[src/rtl/threetoeight_buf.sv]
`default_nettype none
// ============================================================================
//  Module   : threetoeight_buf
//  Purpose  : Buffered 3-to-8 decoder. Binary codes are accepted on a
//             valid/ready input handshake and queued in a DEPTH-entry FIFO.
//             Each code is presented in order as a registered one-hot word
//             on a valid/ready output handshake.
//  Ports    : clk        - rising-edge clock
//             rst_n      - synchronous reset, active low
//             in         - 3-bit binary code
//             in_valid   - in carries a code to transfer
//             in_ready   - block accepts a code this cycle
//             out        - one-hot decode of head code, zero when idle
//             out_valid  - out holds a word
//             out_ready  - consumer takes out this cycle
//             count      - FIFO occupancy, not counting the output register
//  Revision : 1.0 - initial release
// ============================================================================
module threetoeight_buf #(
    parameter int DEPTH = 4
) (
    input  logic                     clk,
    input  logic                     rst_n,
    input  logic [2:0]               in,
    input  logic                     in_valid,
    output logic                     in_ready,
    output logic [7:0]               out,
    output logic                     out_valid,
    input  logic                     out_ready,
    output logic [$clog2(DEPTH):0]   count
);

    localparam int              c_PTR_W = $clog2(DEPTH);
    localparam int              c_CNT_W = c_PTR_W + 1;
    localparam [c_CNT_W-1:0]    c_FULL  = c_CNT_W'(DEPTH);

    logic [2:0]          r_mem [DEPTH];
    logic [c_PTR_W-1:0]  r_wr_ptr;
    logic [c_PTR_W-1:0]  r_rd_ptr;
    logic [c_CNT_W-1:0]  r_count;
    logic [7:0]          r_out;
    logic                r_out_valid;

    logic                w_push;
    logic                w_load;
    logic                w_clear;
    logic [7:0]          w_dec;

    // in_ready depends on count alone; a load in the same cycle does not
    // open a slot early.
    assign in_ready = (r_count < c_FULL);
    assign w_push   = in_valid && in_ready;

    // The output register refills whenever it is empty or being drained.
    assign w_load   = (r_count != '0) && (!r_out_valid || out_ready);

    // Drained with nothing queued behind it: the word goes away.
    assign w_clear  = r_out_valid && out_ready && (r_count == '0);

    assign w_dec    = 8'd1 << r_mem[r_rd_ptr];

    // Storage array carries no reset; occupancy and pointers define validity.
    always_ff @(posedge clk) begin
        if (w_push) begin
            r_mem[r_wr_ptr] <= in;
        end
    end

    always_ff @(posedge clk) begin
        if (!rst_n) begin
            r_wr_ptr <= '0;
        end else if (w_push) begin
            r_wr_ptr <= r_wr_ptr + 1'b1;
        end
    end

    always_ff @(posedge clk) begin
        if (!rst_n) begin
            r_rd_ptr <= '0;
        end else if (w_load) begin
            r_rd_ptr <= r_rd_ptr + 1'b1;
        end
    end

    always_ff @(posedge clk) begin
        if (!rst_n) begin
            r_count <= '0;
        end else begin
            case ({w_push, w_load})
                2'b10:   r_count <= r_count + 1'b1;
                2'b01:   r_count <= r_count - 1'b1;
                default: r_count <= r_count;
            endcase
        end
    end

    always_ff @(posedge clk) begin
        if (!rst_n) begin
            r_out       <= 8'b0;
            r_out_valid <= 1'b0;
        end else if (w_load) begin
            r_out       <= w_dec;
            r_out_valid <= 1'b1;
        end else if (w_clear) begin
            r_out       <= 8'b0;
            r_out_valid <= 1'b0;
        end
    end

    assign out       = r_out;
    assign out_valid = r_out_valid;
    assign count     = r_count;

endmodule
`default_nettype wire
[config.mk]
export PLATFORM = sky130hd
export DESIGN_NAME = threetoeight_buf
export DESIGN_NICKNAME = d
export VERILOG_FILES = /design/src/rtl/threetoeight_buf.sv
export SDC_FILE = /design/constraint.sdc
export NUM_CORES = 1
export LEC_CHECK = 0
export ABC_AREA = 1
export ABC_CLOCK_PERIOD_IN_PS = 2009
export CORE_MARGIN = 2
export CORE_UTILIZATION = 28
export CTS_CLUSTER_DIAMETER = 120
export DETAILED_ROUTE_END_ITERATION = 10
export PLACE_DENSITY = 0.59
export SYNTH_ARGS = -nofsm -noshare
export SYNTH_HDL_FRONTEND = slang
export SYNTH_SLANG_ARGS = --single-unit
[constraint.sdc]
create_clock -name clk -period 2.01 [get_ports clk]
set_clock_uncertainty 0.2 [all_clocks]
set_input_delay 0.402 -clock clk [delete_from_list [all_inputs] [get_ports clk]]
set_output_delay 0.402 -clock clk [all_outputs]
set_load 0.02 [all_outputs]
### Word-level counts from Yosys, hierarchy flattened

Memories as Yosys holds them, arrays and structs flattened. A register that Yosys moved wholly into a read port is not among the register bits.
Index checks and enable logic that the tools add are counted.

* add/sub/neg operators: 4
* shifts and indexed selects: 1
* eq/ne operators: 2
* magnitude comparators: 1
* reductions and logical operators: 10
* multiplexer cells: 9

Operator list (number)
* two-way mux 8 bit: 2
* << shifter 1 x 3 -> 8 bit (first input constant): 1
* case mux 3 bit (2 select lines): 1
* adder 2 x 1 -> 2 bit (second input constant): 2
* logical AND 1 bit: 4
* two-way mux 1 bit: 4
* two-way mux 2 bit: 2
* nonzero test 2 bit: 2
* adder 3 x 1 -> 3 bit (second input constant): 1
* logical NOT 3 bit: 1
* < comparator 3 bit (second input constant): 1
* nonzero test 3 bit: 1
* subtractor 3 x 1 -> 3 bit (second input constant): 1
* == test 2 x 1 -> 1 bit (second input constant): 1
* == test 2 bit (second input constant): 1
* logical NOT 1 bit: 1
* logical OR 1 bit: 1

* output and inout bits: 13
* register bits: 16
* word-level logic and storage cells: 33
* memories: 1
* memory bits (writable): 12

Memories
* r_mem: depth 4, width 3, read ports 1, clocked after Yosys merged registers in 1, wr ports 1, line 37 `logic [2:0] r_mem [DEPTH];`

### Longest topological paths before layout

Gate-level depths: netlist (run 1).

* word-level depth: 5
* depth in mapped cells: 10
* depth with buffers taken out: 10

### Least setup slack after synthesis (run 1)

Ideal clock, no wire load.

* path kind: reg2reg
* from: register r_count[2], in the netlist count[2]
* to: register r_count[2], in the netlist count[2]
* clock period less this slack: 2.209 ns
* library setup time: 0.134 ns
* arrival: 1.875 ns
* slack: -0.199 ns
* data required time: 1.676 ns
* cell stages (with the launch flop): 10
* path through: dfxtp_1 inv_1 a21oi_4 ha_1 inv_1 fa_1 a21oi_1 o21ai_0 o21ai_0 a21oi_1

* cells in the longest elaborated chain, start to end: 4
* elaborated cells between the ends (all ways): 10
* those cells by class: add/sub (2); order compare (1); eq/ne (2); mux (1); reduce/logical (4)

RTL lines
* from (decl): line 40 `logic [c_CNT_W-1:0] r_count;`
* from (signal assigned): line 90 `2'b10: r_count <= r_count + 1'b1;`
* from (signal assigned): line 91 `2'b01: r_count <= r_count - 1'b1;`
* from (signal assigned): line 92 `default: r_count <= r_count;`
* < comparator 3 bit (*): line 51 `assign in_ready = (r_count < c_FULL);`
* net in_ready: line 26 `output logic in_ready,`
* logical AND 1 bit (*): line 52 `assign w_push = in_valid && in_ready;`
* == test 2 x 1 -> 1 bit or == test 2 bit (tied branches): line 89 `case ({w_push, w_load})`
* case mux 3 bit (2 select lines) or nonzero test 2 bit (tied branches)

The timed path passes the listed nets; every way through them passes the cells marked *.
A chain may end at the register's enable or synchronous reset.

### Worst setup path after layout (run 1)

* from: register r_count[2], in the netlist count[2]
* to: output port in_ready

* cells in the longest elaborated chain, start to end: 1

RTL lines (line)
* < comparator 3 bit: 51
* to (decl): 26

Every way passes these cells.

==> reports/qor.yml, run 1 <==
status:
  outcome: "complete, no violations"
placed_design:
  place_congestion: 0.728
  port_buffers: 19
  post_dp_cell_area_mm2: 0.00165
  hpwl_um: 1820
grt:
  grt_overflow: 0
  antenna_found_initial: 0
  grt_max_degree: 12
  grt_first_pass_wirelength_um: 4060
  grtUsageTotal: 0.100
  grt_pass1_vias: 953
layout:
  area_growth_pct: 34.0
  antennaDiodeCount: 0
  nFillCells: 472
  multi_input_area_um2: 557
  drive_above_1_share: 0.181
  final_cell_area_mm2: 0.00178
  nets: 200
  ff_latch_area_um2: 726
sta:
  hold_violations: 0
  period_needed_ns: 1.94
  rsz0062_at_grt: "no"
  clock.fmax_mhz: 514
  finalSetupViolations: 0
  slew_viol_final: 0
  worst_pin_slew_ns: 0.275
  period_share: 0.967
  hold_slack_ns: 0.260
  max-slew-margin-rel: 0.816
worst_setup_path:
  cp_slowest_cell: "clkdlybuf4s50_1"
  r2r-end: "count[2]$_SDFFE_PN0P_"
  crit_chain: "inv_2 -> clkdlybuf4s50_1"
  rrSetupSlack_ns: 0.18
  worst_setup_path_start_kind: "flop"
  r2r_cells: 9
  worstSetupPathType: "flop to output port"
  cp_max_fo: 6
  cp-end-kind: "output port"
  critPathMaxStageDelay_ns: 0.62
  reg2reg_from: "count[0]$_SDFFE_PN0P_"
  cp.required_ns: 1.41
  critPathArrivalTime_ns: 1.34
route:
  via_per_inst: 4.31
  drc: 0
  ant_nets: 0
  drt_iter0_drc: 49
  via_count: 1042
  dr.pass1.iters: 4
  wire_per_inst_um: 9.64
  wl_um: 2330
clock_tree:
  clock_sinks: 30
  cts_tree: "yes"
  hold_buffers: 0
  insertion_delay_ns: 0.28
  cts-root-buf: "clkbuf_8"
  clock_path_buffers: 2
  htreeDepth: 2
  cts.clk_slew.worst_paths_ns: 0.07
  numCtsBuffers: 5
synthesis:
  syn_inst: 152
  synth-seq-cells: 30
  synth_nets: 165
  synth_warnings: 0
  yosysUniqueCellTypes: 20
  ys_seq_area_frac: 0.541
  avgSynthCellArea_um2: 8.76
  synth_area_mm2: 0.00133
pwr:
  swShare: 0.383
  pwr-share-seq: 0.320
  p_switching_mw: 1.04
  powerDensity_mw_per_mm2: 1510
  power_frac_clock: 0.222
  power.internal_mw: 1.67
  p_leak_nw: 0.717
  max-vdd-ir-drop_v: 0.000693
  power.share.combinational: 0.458
die:
  core_region_area_mm2: 0.00466
  die_area_mm2: 0.00532
  fp.dieW_um: 73.0
  die_y_um: 73.0
  initial_core_util: 0.286
  io_pins: 20
  num_rows: 25
worst_hold_path:
  hold_path_depth: 2
  min_from: "out[6]$_SDFFE_PN0P_"
  min_to: "out[6]$_SDFFE_PN0P_"
  hp-class: "flop to flop"
run:
  cap_violations: 0
[stage by stage]
step	std cells	setup slack (ns)	power [mW]	TNS, ns	util
CTS	241	0.0533	2.69	0	0.379
floorplan	152	0.000158	1.66	0	-
global route	242	0.00503	2.94	0	0.383
global placement	233	-0.431	2.07	-0.726	0.355
detailed placement	233	-0.457	2.08	-0.781	0.355
finish	242	0.0659	2.70	0	0.383
[power groups by stage]
stage / Sequential, mW / Clock, mW / Combinational (mW)
detailed placement: 0.883 / 0 / 1.20
global route: 0.886 / 0.643 / 1.41
floorplan: 0.961 / 0 / 0.703
CTS: 0.871 / 0.621 / 1.20
global placement: 0.883 / 0 / 1.19
finish: 0.865 / 0.601 / 1.24
[cells by family after synthesis]
group | after synthesis | synth area share
flip-flops | 30 | 0.541
adder cells (fa/ha/maj) | 6 | 0.0620
AND/OR/NAND/NOR | 72 | 0.224
AO/OA/AOI/OAI | 27 | 0.125
buffers and inverters | 17 | 0.0479
[critical path, delay by kind of cell, from the launching register on]
family	cells	cell delay (ns)
flops	1	0.33
buf+inv	2	0.73
[sequential cells by signal, indices dropped and copies added, names as in the netlist, named ones only]
signal	count
r_mem	12
r_rd_ptr	2
count	3
r_wr_ptr	2
out_valid	1
out	8
[metal layers]
| metal | wire length (um) | GRT usage |
|---|---|---|
| met3 | 63 | 0.0331 |
| met2 | 1060 | 0.158 |
| met4 | 42 | 0.0494 |
| met5 | 0 | 0 |
| met1 | 1170 | 0.122 |
[area by class of cell]
type / count / area share
sequential: 30 / 0.407
inverter: 17 / 0.0358
tap: 54 / 0.0379
timing repair buffer: 28 / 0.144
clock buffer: 5 / 0.0386
clock inverter: 3 / 0.0252
multi-input combinational: 105 / 0.312
[cell usage in the layout (no fill, tap or decap), types with 9 or more instances in the layout]
cell type | Yosys | layout
nand2_1 | 44 | 44
nand3_1 | 10 | 10
a21oi_1 | 15 | 14
dfxtp_1 | 18 | 14
clkdlybuf4s50_1 | 0 | 18
inv_1 | 14 | 12
nor2_1 | 14 | 14
buf_4 | 0 | 9
edfxtp_1 | 12 | 12
[synthesized netlist by cell type, drive strengths merged]
master  number  area, um2
inv         16       60.1
o21ai        8       43.8
edfxtp      12        360
a21oi       17        108
nand3       10       50.1
dfxtp       18        360
o21a         1       7.51
o21bai       1       7.51
and3         1       6.26
ha           5       62.6
nor2        16       70.1
clkinv       1       3.75
nand2       45        171
fa           1       20.0
[what timing repair did]
action / 4_1_cts / 5_1_grt
setup buffers: 0 / 1
endpoints found under the setup margin: 2 / 1
gates resized for setup: 1 / 5
pin swaps: 0 / 2
[worst max-delay path by stage]
stage | end | from | slack [ns] | cells past startpoint
final | in_ready | count[2]$_SDFFE_PN0P_ | 0.07 | 2
after detailed placement | count[2]$_SDFFE_PN0P_ | out_ready | -0.46 | 10
after global placement | count[2]$_SDFFE_PN0P_ | out_ready | -0.43 | 10
after global routing | count[2]$_SDFFE_PN0P_ | in_valid | 0.005 | 9
after floorplan | count[2]$_SDFFE_PN0P_ | count[2]$_SDFFE_PN0P_ | 0.0002 | 9
after CTS | in_ready | count[2]$_SDFFE_PN0P_ | 0.05 | 2
(Power assumes the default switching activity.)
==> run 2: changes to the inputs <==
--- a/config.mk
+++ b/config.mk
@@ -8,10 +8,10 @@
 export ABC_AREA = 1
 export ABC_CLOCK_PERIOD_IN_PS = 2009
 export CORE_MARGIN = 2
-export CORE_UTILIZATION = 28
+export CORE_UTILIZATION = 47
 export CTS_CLUSTER_DIAMETER = 120
 export DETAILED_ROUTE_END_ITERATION = 10
-export PLACE_DENSITY = 0.59
+export PLACE_DENSITY = 0.84
 export SYNTH_ARGS = -nofsm -noshare
 export SYNTH_HDL_FRONTEND = slang
 export SYNTH_SLANG_ARGS = --single-unit
==> reports/qor.yml, run 2 (synthesis gave the netlist of run 1 again) <==
status:
  outcome: "complete, no violations"  # unchanged
route:
  wl_um: 2650  # was 2330 um
  via_per_inst: 4.99  # was 4.31
  wire_per_inst_um: 12.3  # was 9.64 um
  dr.pass1.iters: 4  # unchanged
  ant_nets: 0  # unchanged
  via_count: 1077  # was 1042
  drc: 0  # unchanged
  drt_iter0_drc: 32  # was 49
grt:
  grt_max_degree: 10  # was 12
  grt_pass1_vias: 1025  # was 953
  grt_overflow: 0  # unchanged
  grtUsageTotal: 0.177  # was 0.100
  grt_first_pass_wirelength_um: 4310  # was 4060 um
  antenna_found_initial: 0  # unchanged
die:
  core_region_area_mm2: 0.00273  # was 0.00466 mm2
  io_pins: 20  # unchanged
  fp.dieW_um: 57.2  # was 73.0 um
  initial_core_util: 0.487  # was 0.286
  die_area_mm2: 0.00327  # was 0.00532 mm2
  die_y_um: 57.2  # was 73.0 um
  num_rows: 19  # was 25
run:
  cap_violations: 0  # unchanged
worst_setup_path:
  critPathMaxStageDelay_ns: 0.61  # was 0.62 ns
  crit_chain: "clkdlybuf4s50_1"  # was inv_2 -> clkdlybuf4s50_1
  worstSetupPathType: "flop to output port"  # unchanged
  cp_max_fo: 4  # was 6
  rrSetupSlack_ns: 0.08  # was 0.18 ns
  cp_num_buf_inv: 1  # was 2
  r2r-end: "count[2]$_SDFFE_PN0P_"  # unchanged
  cp_slowest_cell: "clkdlybuf4s50_1"  # unchanged
  cp.required_ns: 1.41  # about the same
  r2r_cells: 10  # was 9
  critPathArrivalTime_ns: 1.34  # about the same
  worst_setup_path_start_kind: "flop"  # unchanged
  critPathTopFamily: "buffers and inverters"  # unchanged
  cp-end-kind: "output port"  # unchanged
  reg2reg_from: "out_valid$_SDFFE_PN0P_"  # was count[0]$_SDFFE_PN0P_
pwr:
  pwr-share-seq: 0.360  # was 0.320
  p_switching_mw: 1.06  # was 1.04 mW
  max-vdd-ir-drop_v: 0.00120  # was 0.000693 V
  power_frac_clock: 0.136  # was 0.222
  p_leak_nw: 0.679  # was 0.717 nW
  powerDensity_mw_per_mm2: 1480  # was 1510 mW/mm2
  power.share.combinational: 0.504  # was 0.458
  power.internal_mw: 1.43  # was 1.67 mW
  swShare: 0.427  # was 0.383
placed_design:
  hpwl_um: 1990  # was 1820 um
  place_congestion: 0.778  # was 0.728
  place_ws_ns: -0.493  # was -0.457 ns
  port_buffers: 19  # unchanged
worst_hold_path:
  min_to: "out[6]$_SDFFE_PN0P_"  # unchanged
  hp-class: "flop to flop"  # unchanged
  hold_path_depth: 2  # unchanged
  min_from: "out[6]$_SDFFE_PN0P_"  # unchanged
clock_tree:
  clock_sinks: 30  # unchanged
  clock_path_buffers: 2  # unchanged
  numCtsBuffers: 5  # unchanged
  cts.clk_slew.worst_paths_ns: 0.08  # was 0.07 ns
  hold_buffers: 0  # unchanged
  insertion_delay_ns: 0.34  # was 0.28 ns
  htreeDepth: 2  # unchanged
  cts-root-buf: "clkbuf_4"  # was clkbuf_8
  cts_setup_buffers: 0  # unchanged
  cts_tree: "yes"  # unchanged
sta:
  clock.fmax_mhz: 516  # was 514 MHz
  fin_ws_ns: 0.0717  # was 0.0659 ns
  rsz0062_at_grt: "yes"  # was no
  max-slew-margin-rel: 0.804  # was 0.816
  period_needed_ns: 1.94  # about the same
  setup_tns_ns: 0  # unchanged
  finalSetupViolations: 0  # unchanged
  period_share: 0.964  # was 0.967
  hold_violations: 0  # unchanged
  slew_viol_final: 0  # unchanged
  worst_pin_slew_ns: 0.294  # was 0.275 ns
layout:
  final_common_cell: "nand2_1"  # unchanged
  antennaDiodeCount: 0  # unchanged
  regMostFlops: "r_mem"  # unchanged
  nets: 197  # was 200
  final_cell_mix: "nand2_1, clkdlybuf4s50_1, a21oi_1, dfxtp_1, nor2_1"  # was nand2_1, clkdlybuf4s50_1, nor2_1, a21oi_1, dfxtp_1
  drive_above_1_share: 0.173  # was 0.181
  largest_register_ffs: 12  # unchanged
  area_growth_pct: 26.2  # was 34.0%
[run 2: cell count changes in the layout (fill, tap and decap cells not counted), sizes merged]
cell / change
clkinv: +2
buf: -3
clkbuf: +1
clkinvlp: -2
dlygate4sd2: +1
clkdlybuf4s50: -1
bufinv: -1
[run 2: final cells by class]
type / instances / area [um2]
fill: 225 / 1050
sequential: 30 / 731
multi-input combinational: 105 / 562
timing repair buffer: 25 / 233
inverter: 17 / 66.3
clock buffer: 6 / 41.3
tap: 31 / 38.8
clock inverter: 2 / 8.76
[run 2: through the flow]
step	utilization	hold slack [ns]	area (um2)	power [mW]	instances
global placement	0.589	0.248	1610	2.02	208
detailed placement	0.589	0.258	1610	2.10	208
CTS	0.606	0.271	1660	2.42	216
floorplan	-	0.282	1340	1.66	152
finish	0.615	0.268	1680	2.49	216
global route	0.615	0.290	1680	2.67	216
[run 2: power by group through the flow]
stage	registers, mW	clock network [mW]	logic (mW)
after floorplan	0.961	0	0.703
after global placement	0.883	0	1.13
after detailed placement	0.898	0	1.20
after CTS	0.882	0.346	1.20
after global routing	0.912	0.376	1.38
final	0.896	0.338	1.26
[run 2: how the worst max path moves through the flow]
stage / startpoint / endpoint / depth (start not counted)
finish: out_valid$_SDFFE_PN0P_ / out_valid / 1
global route: out_valid$_SDFFE_PN0P_ / count[2]$_SDFFE_PN0P_ / 10
CTS: count[1]$_SDFFE_PN0P_ / count[2]$_SDFFE_PN0P_ / 9
detailed placement: out_ready / count[2]$_SDFFE_PN0P_ / 10
global placement: out_ready / count[2]$_SDFFE_PN0P_ / 10
floorplan: count[2]$_SDFFE_PN0P_ / count[2]$_SDFFE_PN0P_ / 9
[run 2: timing repair]
item	4_1_cts	5_1_grt
pin swaps	0	4
resized for setup	2	11
hold endpoints to repair	0	0
endpoints found under the setup margin	2	1
[run 2: per-layer routing]
metal  track usage  vias to the layer above  routed length, um
met3        0.0544                        7                 92
met5             0                        -                  0
met4         0.103                        0                 63
li1              -                      562                  -
met2         0.309                       18               1380
met1         0.186                      490               1120
